==> src/rtl/seg_pkg.sv <==
// seg_pkg: register map, digit-byte layout and segment font shared by the scan controller
package seg_pkg;
    localparam int ADDR_CTRL   = 'h0;
    localparam int ADDR_DATA0  = 'h4;
    localparam int ADDR_DATA1  = 'h8;
    localparam int ADDR_STATIC = 'hC;
    localparam int CTRL_EN     = 0;
    localparam int CTRL_BLINK  = 1;
    localparam int CTRL_BRIGHT = 4;
    localparam int DIG_ON      = 7;
    localparam int DIG_DP      = 6;
    localparam int DIG_DASH    = 5;
    localparam int DIG_BLINK   = 4;
    localparam logic [6:0] SEG_DASH  = 7'b0000001;
    localparam logic [6:0] SEG_BLANK = 7'b0000000;
    localparam logic [15:0][6:0] HEX_FONT = {
        7'h47, 7'h4F, 7'h3D, 7'h4E, 7'h1F, 7'h77, 7'h7B, 7'h7F,
        7'h70, 7'h5F, 7'h5B, 7'h33, 7'h79, 7'h6D, 7'h30, 7'h7E
    };
endpackage

==> src/rtl/seg_scan_ctrl_if.sv <==
// seg_scan_ctrl_if: CPU register read/write bus into the scan controller
interface seg_scan_ctrl_if #(parameter int ADDRWIDTH = 4);
    logic                 wr;
    logic [ADDRWIDTH-1:0] waddr;
    logic [31:0]          wdata;
    logic                 rd;
    logic [ADDRWIDTH-1:0] raddr;
    logic [31:0]          rdata;
    modport master (output wr, waddr, wdata, rd, raddr, input rdata);
    modport slave  (input wr, waddr, wdata, rd, raddr, output rdata);
endinterface

==> src/rtl/seg_hex_decode.sv <==
// seg_hex_decode: digit byte fields -> {dp, a..g}; off beats dash, dash beats the hex glyph
module seg_hex_decode
    import seg_pkg::*;
(
    input  logic       on,
    input  logic       dp,
    input  logic       dash,
    input  logic [3:0] val,
    output logic [7:0] seg
);
    assign seg = !on ? {1'b0, SEG_BLANK} : {dp, dash ? SEG_DASH : HEX_FONT[val]};
endmodule

==> src/rtl/seg_scan_ctrl.sv <==
// seg_scan_ctrl: register-programmed multiplexed 7-segment scanner with blink and PWM brightness
module seg_scan_ctrl
    import seg_pkg::*;
#(
    parameter int ADDRWIDTH     = 4,
    parameter int DIGITS        = 8,
    parameter int SCAN_DIV      = 25000,
    parameter int BLINK_FRAMES  = 64,
    parameter bit CS_ACTIVE_LOW = 1'b1
) (
    input  logic              clk,
    input  logic              rst,
    seg_scan_ctrl_if.slave    bus,
    output logic [DIGITS-1:0] scan_cs,
    output logic [7:0]        scan_out,
    output logic [7:0]        static_out
);
    localparam int CW   = $clog2(SCAN_DIV);
    localparam int IW   = $clog2(DIGITS);
    localparam int FW   = BLINK_FRAMES > 1 ? $clog2(BLINK_FRAMES) : 1;
    localparam int STEP = SCAN_DIV / 16;
    localparam logic [DIGITS-1:0] CS_OFF = {DIGITS{CS_ACTIVE_LOW}};

    logic          en, blink_en, en_n, blink_n;
    logic [3:0]    bright, bright_n;
    logic [31:0]   data0, data1, rd_val;
    logic          wr_ctrl, wr_d0, wr_d1, wr_st;
    logic [CW-1:0] cnt, cnt_n;
    logic [IW-1:0] idx, idx_n, cur, cur_n;
    logic [FW-1:0] fcnt, fcnt_n;
    logic          phase, phase_n, live, live_n, tick, fend, lit, blank;
    logic [7:0]    dig, dig_n, sel, seg;
    logic [31:0]   win;

    // Address decode and next control values; next values let the display react on the write edge
    always_comb begin
        wr_ctrl  = bus.wr && bus.waddr == ADDRWIDTH'(ADDR_CTRL);
        wr_d0    = bus.wr && bus.waddr == ADDRWIDTH'(ADDR_DATA0);
        wr_d1    = bus.wr && bus.waddr == ADDRWIDTH'(ADDR_DATA1) && DIGITS == 8;
        wr_st    = bus.wr && bus.waddr == ADDRWIDTH'(ADDR_STATIC);
        en_n     = wr_ctrl ? bus.wdata[CTRL_EN] : en;
        blink_n  = wr_ctrl ? bus.wdata[CTRL_BLINK] : blink_en;
        bright_n = wr_ctrl ? bus.wdata[CTRL_BRIGHT +: 4] : bright;
        rd_val   = bus.raddr == ADDRWIDTH'(ADDR_CTRL) ? {24'b0, bright, 2'b0, blink_en, en} :
                   bus.raddr == ADDRWIDTH'(ADDR_DATA0) ? data0 :
                   (bus.raddr == ADDRWIDTH'(ADDR_DATA1) && DIGITS == 8) ? data1 :
                   bus.raddr == ADDRWIDTH'(ADDR_STATIC) ? {24'b0, static_out} : 32'b0;
    end

    // Register file; static_out is the STATIC register itself
    always_ff @(posedge clk) begin
        if (rst) begin
            en         <= 1'b0;
            blink_en   <= 1'b0;
            bright     <= 4'h0;
            data0      <= 32'b0;
            data1      <= 32'b0;
            static_out <= 8'h00;
        end else begin
            en       <= en_n;
            blink_en <= blink_n;
            bright   <= bright_n;
            if (wr_d0) data0 <= bus.wdata;
            if (wr_d1) data1 <= bus.wdata;
            if (wr_st) static_out <= bus.wdata[7:0];
        end
    end

    // Read port samples the pre-write register contents and holds between reads
    always_ff @(posedge clk) begin
        if (rst) bus.rdata <= 32'b0;
        else if (bus.rd) bus.rdata <= rd_val;
    end

    // Scan next state: idx names the digit the coming tick will latch, cur the one on display
    always_comb begin
        tick    = en && cnt == CW'(SCAN_DIV - 1);
        fend    = tick && idx == IW'(DIGITS - 1);
        sel     = 8'({data1, data0} >> {idx, 3'b000});
        cnt_n   = !en_n ? '0 : !en ? cnt : tick ? '0 : cnt + CW'(1);
        idx_n   = !en_n ? '0 : !tick ? idx : fend ? '0 : idx + IW'(1);
        fcnt_n  = !en_n ? '0 : !fend ? fcnt : fcnt == FW'(BLINK_FRAMES - 1) ? '0 : fcnt + FW'(1);
        phase_n = en_n && (phase ^ (fend && fcnt == FW'(BLINK_FRAMES - 1)));
        live_n  = en_n && (live || tick);
        cur_n   = tick ? idx : cur;
        dig_n   = tick ? sel : dig;
        win     = (32'(bright_n) + 32'd1) * 32'(STEP);
        lit     = bright_n == 4'hF || 32'(cnt_n) < win;
        blank   = blink_n && dig_n[DIG_BLINK] && phase_n;
    end

    seg_hex_decode u_dec (
        .on   (dig_n[DIG_ON]),
        .dp   (dig_n[DIG_DP]),
        .dash (dig_n[DIG_DASH]),
        .val  (dig_n[3:0]),
        .seg  (seg)
    );

    // Scan state and registered display outputs
    always_ff @(posedge clk) begin
        if (rst) begin
            cnt      <= '0;
            idx      <= '0;
            cur      <= '0;
            fcnt     <= '0;
            phase    <= 1'b0;
            live     <= 1'b0;
            dig      <= 8'h00;
            scan_cs  <= CS_OFF;
            scan_out <= 8'h00;
        end else begin
            cnt      <= cnt_n;
            idx      <= idx_n;
            cur      <= cur_n;
            fcnt     <= fcnt_n;
            phase    <= phase_n;
            live     <= live_n;
            dig      <= dig_n;
            scan_cs  <= live_n ? CS_OFF ^ (DIGITS'(1) << cur_n) : CS_OFF;
            scan_out <= (live_n && lit && !blank) ? seg : 8'h00;
        end
    end
endmodule

==> src/flat_wrapper.sv <==
// flat-port wrapper written by rule: the top's interface ports become plain ports
module seg_scan_ctrl_flat import seg_pkg::*;
#(
    parameter int ADDRWIDTH     = 4,
    parameter int DIGITS        = 8,
    parameter int SCAN_DIV      = 25000,
    parameter int BLINK_FRAMES  = 64,
    parameter bit CS_ACTIVE_LOW = 1'b1
)
  (clk, rst, scan_cs, scan_out, static_out, bus_wr, bus_waddr, bus_wdata, bus_rd, bus_raddr, bus_rdata);
  seg_scan_ctrl_if #(.ADDRWIDTH(ADDRWIDTH)) bus_i ();
  input  logic clk;
  input  logic rst;
  output logic [DIGITS-1:0] scan_cs;
  output logic [7:0] scan_out;
  output logic [7:0] static_out;
  input wire logic [$bits(bus_i.wr)-1:0] bus_wr;
  input wire logic [$bits(bus_i.waddr)-1:0] bus_waddr;
  input wire logic [$bits(bus_i.wdata)-1:0] bus_wdata;
  input wire logic [$bits(bus_i.rd)-1:0] bus_rd;
  input wire logic [$bits(bus_i.raddr)-1:0] bus_raddr;
  output wire logic [$bits(bus_i.rdata)-1:0] bus_rdata;
  assign bus_i.wr = bus_wr;
  assign bus_i.waddr = bus_waddr;
  assign bus_i.wdata = bus_wdata;
  assign bus_i.rd = bus_rd;
  assign bus_i.raddr = bus_raddr;
  assign bus_rdata = bus_i.rdata;
  seg_scan_ctrl #(.ADDRWIDTH(ADDRWIDTH), .DIGITS(DIGITS), .SCAN_DIV(SCAN_DIV), .BLINK_FRAMES(BLINK_FRAMES), .CS_ACTIVE_LOW(CS_ACTIVE_LOW)) u_core (.clk(clk), .rst(rst), .bus(bus_i), .scan_cs(scan_cs), .scan_out(scan_out), .static_out(static_out));
endmodule
==> config.mk <==
export PLATFORM = sky130hd
export DESIGN_NAME = seg_scan_ctrl_flat
export DESIGN_NICKNAME = d
export VERILOG_FILES = /design/src/rtl/seg_pkg.sv /design/src/rtl/seg_scan_ctrl_if.sv /design/src/rtl/seg_hex_decode.sv /design/src/rtl/seg_scan_ctrl.sv /design/src/flat_wrapper.sv
export SDC_FILE = /design/constraint.sdc
export NUM_CORES = 1
export LEC_CHECK = 0
export BUFFER_PORTS_ARGS = -buffer_cell sky130_fd_sc_hd__buf_4
export CORE_MARGIN = 2
export CORE_UTILIZATION = 30
export CTS_BUF_LIST = sky130_fd_sc_hd__clkbuf_4 sky130_fd_sc_hd__clkbuf_8 sky130_fd_sc_hd__clkbuf_16
export CTS_CLUSTER_DIAMETER = 50
export DETAILED_ROUTE_END_ITERATION = 8
export PLACE_DENSITY = 0.55
export SLEW_MARGIN = 0
export SYNTH_ARGS = -nofsm -noshare
export SYNTH_HDL_FRONTEND = slang
export SYNTH_SLANG_ARGS = --single-unit
==> constraint.sdc <==
create_clock -name clk -period 10.44 [get_ports clk]
set_input_delay 1.566 -clock clk [delete_from_list [all_inputs] [get_ports clk]]
set_output_delay 1.566 -clock clk [all_outputs]
set_load 0.05 [all_outputs]
==> results.cfg, run 1 <==
[global_route]
grt_pass1_vias = 6630
grt_pass1_wl_um = 36600
track_usage_pct = 16.3
antenna_found_initial = 0
grt_overflow = 0
grt_max_degree = 69

[clocking]
cts_resized = 0
hold_buffers = 0
cts_htree_levels = 4
cts.sinks = 163
cts_made_buffers = 17
clockBufferDepth = 2
root_buffer = clkbuf_16
insertion_delay_ns = 0.43
cts_setup_buffers = 0
cts_tree = built
clk_pin_slew_ns = 0.07

[yosys]
synth_nets = 1022
synthFlopType = dfxtp_1
synth_area_leaders = dfxtp_1 40%, nand2_1 8.0%, ha_1 7.9%
synthDominantCellAreaShare_pct = 40.2
synth_cells = 926
yosys.cell_count.top_type = nand2_1
yosys_warnings = 0
ys_ff_latch = 163
synth_top_cells_by_count = 174 x nand2_1, 163 x dfxtp_1, 89 x nor2_1
syn_avg_cell_area_um2 = 8.77
synth_top_cell_by_area = dfxtp_1
ys_seq_area_share_pct = 40.2
synth_edf_count = 0
ys_types = 69
async_flop_share_pct = 0
syn-cell-area_um2 = 8130

[route]
vias = 6738
first_pass_iters = 5
drt_wl_total_um = 22800
drc = 0
via_per_inst = 4.99
routedWlPerCell_um = 16.9
postRouteAntennaNets = 0
initialDrtViolationCount = 468

[run_status]
status = completed

[hold_path]
hp-class = flip-flop to flip-flop

[floorplanning]
io_pins = 100
die_x_um = 169
start_util_pct = 30.3
core_area_um2 = 26800
fp.dieH_um = 169
std_cell_rows = 60
dieArea_um2 = 28400

[setup_path]
crit_type = primary input to flip-flop
required_ns = 10.81
worstPathMaxFanout = 6
endpoint_kind = flip-flop
worstPathArrival_ns = 8.19
critPathLaunchType = primary input

[timing]
drv_slew = 0
fin_setup_tns_ns = 0
tightest_slew_ns = 1.09
min_period_ns = 7.82
skew_ns = 0.0122
hold_viol_final = 0
slew_headroom_pct = 27.3
grt_setup_unrepaired = false
clock.fmax_mhz = 128
setup_violations = 0
timing.final.crit_share_pct = 74.9

[layout]
drive_gt1_share_pct = 18.1
final_nets = 1091
area_delta_synth_final_pct = 19.6
fin_util_pct = 36.2
antennaDiodeCount = 0

[pwr]
max-vdd-ir-drop_mv = 0.0968
p_leak_nw = 3.72
power_density_nw_per_um2 = 140
total_power_mw = 1.36

[placed_design]
portBuffers = 99
place.detailed.hpwl_um = 16000
place_congestion = 0.813

[job]
max_cap_violations = 0
-- worst paths after layout --
path	from	end	slack (ns)	cells past startpoint
max	bus_waddr[1]	u_core.scan_out[5]	2.62	26
min	u_core.dig[7]	u_core.dig[7]	0.45	2
max reg2reg	u_core.bright[0]	u_core.scan_out[5]	4.32	24
min reg2reg	u_core.dig[7]	u_core.dig[7]	0.45	2
-- critical path: stages --
cell and delay (ns):
buf_4 0.12, or4b_1 0.63, nor2_2 0.34, mux2i_1 0.33, inv_1 0.12, ha_1 0.22
o21ai_0 0.19, inv_1 0.16, ha_1 0.33, ha_1 0.33, ha_1 0.30, ha_1 0.20
maj3_1 0.37, a221o_1 0.33, a41oi_1 0.27, o21ai_0 0.12, nand2_1 0.09, xor2_1 0.15
ha_1 0.26, a21oi_1 0.14, o221ai_1 0.18, a2111o_1 0.38, a311oi_1 0.29, a211oi_1 0.16
nor3_2 0.37, o221a_1 0.25
-- through the flow --
stage / setup WS (ns) / cell area (um^2) / hold slack (ns) / std cells
3_3_place_gp: 2.47 / 9140 / 0.441 / 1317
6_report: 2.62 / 9710 / 0.454 / 1349
3_5_place_dp: 2.19 / 9140 / 0.449 / 1317
5_1_grt: 2.15 / 9710 / 0.490 / 1349
2_1_floorplan: 3.19 / 8130 / 0.432 / 926
4_1_cts: 2.62 / 9710 / 0.459 / 1349
-- report_power, final --
part           switching [mW]  internal, mW  total (mW)
registers             0.00655         0.631       0.637
logic                  0.0649        0.0335      0.0984
clock network           0.274         0.346       0.620
total                   0.346          1.01        1.36
-- cells in the final DEF (no fill, tap or decap), types with 19 or more instances in the layout --
cell type and n:
a211oi_1 30, a21oi_1 88, a22oi_1 28, buf_4 107, dfxtp_1 163, ha_1 51
inv_1 21, mux2i_1 25, nand2_1 174, nor2_1 87, nor3_1 19, xor2_1 19
-- cell type report --
class / count / area [um^2]
inverters: 21 / 78.8
clock buffers: 19 / 453
clock inverters: 13 / 124
flip-flops and latches: 163 / 3260
fillers: 2751 / 17100
multi-input cells: 685 / 4570
well taps: 341 / 427
repair buffers: 107 / 803
-- metal layers --
layer / share of wire (%) / wire length [um] / track usage, %
met4: 1.3 / 292 / 4.57
met2: 47 / 10700 / 26.8
met3: 3.4 / 771 / 2.78
met5: 0 / 0 / 0
met1: 48 / 11000 / 22.1
-- cells by family after synthesis --
family	count (synthesis)	synth area share, %
simple gates	356	19.6
compound gates	192	15.3
flops	163	40.2
buf+inv	78	3.85
mux	55	9.76
fa+ha+maj	53	8.22
xor+xnor	29	3.13
-- sequential cells by signal, indices dropped and copies added, names as in the netlist --
name               cells
u_core.blink_en        1
u_core.bright          4
u_core.bus.rdata      32
u_core.cnt            15
u_core.cur             3
u_core.data0          32
u_core.data1          32
u_core.dig             8
u_core.en              1
u_core.fcnt            6
u_core.idx             3
u_core.live            1
u_core.phase           1
u_core.scan_cs         8
u_core.scan_out        8
u_core.static_out      8
No activity file was read; power rests on OpenSTA's default activity.
==> run 2, diff against run 1 <==
--- a/config.mk
+++ b/config.mk
@@ -11,7 +11,7 @@
 export CTS_BUF_LIST = sky130_fd_sc_hd__clkbuf_4 sky130_fd_sc_hd__clkbuf_8 sky130_fd_sc_hd__clkbuf_16
 export CTS_CLUSTER_DIAMETER = 50
 export DETAILED_ROUTE_END_ITERATION = 8
-export PLACE_DENSITY = 0.55
+export PLACE_DENSITY = 0.56
 export SLEW_MARGIN = 0
 export SYNTH_ARGS = -nofsm -noshare
 export SYNTH_HDL_FRONTEND = slang
==> constraint.sdc (replaced) <==
create_clock -name clk -period 6.37 [get_ports clk]
set_input_delay 0.9555 -clock clk [delete_from_list [all_inputs] [get_ports clk]]
set_output_delay 0.9555 -clock clk [all_outputs]
set_load 0.05 [all_outputs]
==> results.cfg, run 2 (synthesis gave the netlist of run 1 again) <==
[layout]
final_cells = 1384
final_nets = 1128
area_delta_synth_final_pct = 25.2
drive_gt1_share_pct = 23.0
layout_commonest_cell = nand2_1
antennaDiodeCount = 0
reg_top3 = u_core.bus.rdata (32), u_core.data0 (32), u_core.data1 (32)
final_cell_mix = 174 x nand2_1, 163 x dfxtp_1, 143 x buf_4

[pwr]
clock_power_share_pct = 46.3
p_sw_share_pct = 24.3
p_int_mw = 1.72
p_switching_mw = 0.551
max-vdd-ir-drop_mv = 0.139
seqPwrFrac_pct = 46.1
power_density_nw_per_um2 = 223
p_leak_nw = 3.91
total_power_mw = 2.27
p_comb_share_pct = 7.6

[route]
initialDrtViolationCount = 510
drc = 0
routedWlPerCell_um = 16.6
postRouteAntennaNets = 0
drt_wl_total_um = 22900
first_pass_iters = 5
via_per_inst = 4.97
vias = 6884

[clocking]
cts.sinks = 163
cts_tree = built
hold_buffers = 0
root_buffer = clkbuf_16
cts_made_buffers = 17
cts_htree_levels = 4
clk_pin_slew_ns = 0.07
clockBufferDepth = 2
insertion_delay_ns = 0.43

[setup_path]
worstPathArrival_ns = 6.47
endpoint_kind = flip-flop
crit_type = primary input to flip-flop
worstPathMaxFanout = 6
required_ns = 6.74
critPathLaunchType = primary input

[global_route]
grt_pass1_vias = 6599
antenna_found_initial = 0
grt_max_degree = 92
track_usage_pct = 16.1
grt_overflow = 0
grt_pass1_wl_um = 36000

[timing]
timing.final.crit_share_pct = 95.8
skew_ns = 0.0113
slew_headroom_pct = 30.4
tightest_slew_ns = 1.04
min_period_ns = 6.10
holdWs_ns = 0.459
fin_setup_tns_ns = 0
drv_slew = 0
clock.fmax_mhz = 164
hold_viol_final = 0
setup_violations = 0

[floorplanning]
fp.dieH_um = 169
io_pins = 100
core_area_um2 = 26800
die_x_um = 169
dieArea_um2 = 28400
start_util_pct = 30.3
std_cell_rows = 60

[job]
max_cap_violations = 0

[run_status]
status = completed

[placed_design]
place.detailed.hpwl_um = 16200
place_inst = 1349
portBuffers = 99
place_congestion = 0.804

[hold_path]
hp-class = flip-flop to flip-flop
[run 2: power by group through the flow]
| stage | logic [mW] | registers [mW] | clock network (mW) |
|---|---|---|---|
| floorplan | 0.0670 | 1.10 | 0 |
| global placement | 0.168 | 1.07 | 0 |
| detailed placement | 0.168 | 1.07 | 0 |
| CTS | 0.169 | 1.04 | 1.07 |
| global route | 0.185 | 1.05 | 1.11 |
| finish | 0.172 | 1.05 | 1.05 |
[run 2: what timing repair did]
item	in CTS	in global routing
setup endpoints to repair	0	8
gates resized for setup	0	27
setup buffers	0	5
[run 2: layer usage]
| layer | vias up | share of wire (%) | global-route usage (%) |
|---|---|---|---|
| met3 | 26 | 3.8 | 3.02 |
| li1 | 3478 | - | - |
| met1 | 3233 | 47 | 21.8 |
| met4 | 0 | 1.9 | 5.06 |
| met2 | 147 | 47 | 26.2 |
| met5 | - | 0 | 0 |
[run 2: stage by stage]
step           worst slack [ns]  area (um^2)  utilization, %
6_report                  0.269        10200            37.9
3_5_place_dp             -0.413         9400            35.1
3_3_place_gp             -0.208         9400            35.1
4_1_cts                 0.00460         9990            37.3
2_1_floorplan           0.00611         8150               -
5_1_grt                 -0.0300        10200            37.9
[run 2: worst max-delay path: stages]
cell	delay, ns
buf_4	0.11
or4b_4	0.57
nor2_4	0.19
mux2i_2	0.26
inv_2	0.08
ha_2	0.22
o21ai_2	0.09
inv_2	0.08
buf_4	0.14
ha_1	0.29
ha_1	0.28
ha_1	0.31
ha_1	0.30
a21o_1	0.16
a21o_1	0.20
a41oi_2	0.17
o21ai_0	0.10
nand2_1	0.11
xor2_2	0.19
ha_4	0.23
a21oi_2	0.13
o221ai_2	0.12
a2111o_1	0.37
a311oi_2	0.27
a211oi_2	0.10
nor3_2	0.13
buf_4	0.15
o221a_1	0.16
[run 2: worst paths after layout]
kind,cells after the start,slack [ns],startpoint,to
worst max-delay path,28,0.27,bus_waddr[1],u_core.scan_out[5]
worst min-delay path,2,0.46,u_core.dig[7],u_core.dig[7]
worst max register to register,25,1.22,u_core.bright[0],u_core.scan_out[5]
worst min register to register,2,0.46,u_core.dig[7],u_core.dig[7]
[run 2: layout make-up]
class                   instances  area (um^2)
fillers                      2693        16600
multi-input cells             685         4720
flip-flops and latches        163         3260
repair buffers                144         1080
clock buffers                  18          433
well taps                     341          427
clock inverters                12          159
inverters                      21         78.8
==> run 3, diff against run 2 <==
--- a/config.mk
+++ b/config.mk
@@ -11,7 +11,7 @@
 export CTS_BUF_LIST = sky130_fd_sc_hd__clkbuf_4 sky130_fd_sc_hd__clkbuf_8 sky130_fd_sc_hd__clkbuf_16
 export CTS_CLUSTER_DIAMETER = 50
 export DETAILED_ROUTE_END_ITERATION = 8
-export PLACE_DENSITY = 0.56
+export PLACE_DENSITY = 0.44
 export SLEW_MARGIN = 0
 export SYNTH_ARGS = -nofsm -noshare
 export SYNTH_HDL_FRONTEND = slang
==> results.cfg, run 3 (synthesis gave the netlist of run 1 again) <==
[setup_path]
path_buf_inv = 4
critPathTopFamily = compound AO/OA/AOI/OAI gates
r2r_cells = 25
worstPathMaxFanout = 6
timing.rr.start = u_core.bright[0]
r2r_end = u_core.scan_out[4]
required_ns = 6.74
slowest_stage = or4b_4
worstPathArrival_ns = 6.47
critPathLaunchType = primary input
crit_type = primary input to flip-flop
reg2reg_slack_ns = 1.17
slowest_delay_ns = 0.57
crit_cells = 27
endpoint_kind = flip-flop

[layout]
layout_commonest_cell = nand2_1
reg_top3 = u_core.bus.rdata (32), u_core.data0 (32), u_core.data1 (32)
final_nets = 1125
fin_util_pct = 38.1
final_cell_mix = 174 x nand2_1, 163 x dfxtp_1, 140 x buf_4
fin_area_um2 = 10200
antennaDiodeCount = 0
drive_gt1_share_pct = 23.4
nFillCells = 2721
area_delta_synth_final_pct = 25.5

[floorplanning]
core_area_um2 = 26800
dieArea_um2 = 28400
fp.dieH_um = 169
start_util_pct = 30.3
io_pins = 100
std_cell_rows = 60
die_x_um = 169

[timing]
hold_viol_final = 0
tightest_slew_ns = 1.10
slew_headroom_pct = 26.5
setup_violations = 0
drv_slew = 0
skew_ns = 0.0196
min_period_ns = 6.10
clock.fmax_mhz = 164
timing.final.crit_share_pct = 95.7

[global_route]
antenna_found_initial = 0
grt_max_degree = 76
grt_overflow = 0
grt_pass1_wl_um = 38000
track_usage_pct = 17.2
grt_pass1_vias = 6615

[route]
vias = 6866
routedWlPerCell_um = 17.7
first_pass_iters = 5
postRouteAntennaNets = 0
drt_wl_total_um = 24500
initialDrtViolationCount = 457
via_per_inst = 4.96
drc = 0

[placed_design]
portBuffers = 99
place_congestion = 0.767
dpl_cell_area_um2 = 9410
place.detailed.hpwl_um = 17100

[clocking]
cts_made_buffers = 17
root_buffer = clkbuf_16
cts_htree_levels = 4
cts_tree = built
cts.sinks = 163
insertion_delay_ns = 0.44
clockBufferDepth = 2
clk_pin_slew_ns = 0.07

[pwr]
p_leak_nw = 3.89
max-vdd-ir-drop_mv = 0.163
power_density_nw_per_um2 = 222

[hold_path]
hp-class = flip-flop to flip-flop
whs_endpoint = u_core.dig[7]
hold_path.startpoint = u_core.dig[7]
holdPathStages = 2

[run_status]
status = completed

[job]
max_cap_violations = 0
run 3: how the worst max path moves through the flow:
stage,from,slack [ns],end
global placement,bus_waddr[1],-0.25,u_core.scan_out[5]
finish,bus_waddr[2],0.27,u_core.scan_out[4]
CTS,bus_waddr[1],0.003,u_core.scan_out[4]
global route,bus_waddr[2],-0.02,u_core.scan_out[4]
floorplan,bus_waddr[1],0.006,u_core.scan_out[5]
detailed placement,bus_waddr[1],-0.52,u_core.scan_out[0]
run 3: area by class of cell:
cell class,count,area (um^2),area share [%]
Clock buffer,18,439,4.31
Clock inverter,14,155,1.52
Inverter,21,78.8,0.773
Multi-Input combinational cell,685,4770,46.8
Sequential cell,163,3260,32.0
Tap cell,341,427,4.18
Timing Repair Buffer,141,1060,10.4
run 3: report_power, final:
group / switching (mW) / leakage (nW) / internal [mW]
Combinational: 0.111 / 2.27 / 0.0623
Clock: 0.507 / 0.292 / 0.537
Sequential: 0.0111 / 1.32 / 1.03
Total: 0.629 / 3.89 / 1.63
run 3: stage by stage:
stage | total power, mW | setup TNS (ns) | setup slack, ns | hold WS (ns) | std cells
after floorplan | 1.16 | 0 | 0.00611 | 0.432 | 926
after global placement | 1.24 | -1.50 | -0.245 | 0.442 | 1350
after detailed placement | 1.24 | -3.18 | -0.519 | 0.445 | 1350
after CTS | 2.29 | 0 | 0.00258 | 0.455 | 1382
after global routing | 2.34 | -0.0389 | -0.0199 | 0.479 | 1383
final | 2.26 | 0 | 0.273 | 0.452 | 1383
run 3: per-layer routing:
layer / GRT usage [%] / wire (um) / up-vias / share of wire, %
met5: 0 / 0 / - / 0
met4: 3.75 / 225 / 0 / 0.92
met3: 2.83 / 880 / 14 / 3.6
met2: 28.8 / 11700 / 122 / 48
met1: 23.3 / 11700 / 3263 / 48
li1: - / - / 3467 / -
run 3: timing repair:
item / CTS / global route
hold buffers: 0 / 0
gates resized for setup: 2 / 33
setup buffers: 0 / 1
pin swaps: 1 / 18
endpoints found under the setup margin: 2 / 8
run 3: worst register-to-register path, delay by kind of cell, from the launching register on:
family / cells / cell delay, ns
AOI/OAI and AO/OA: 10 / 1.89
xor gates and xnor gates: 2 / 0.36
adders and majority gates: 6 / 1.47
buffers and inverters: 3 / 0.47
DFF: 1 / 0.38
and+or+nand+nor: 4 / 0.55
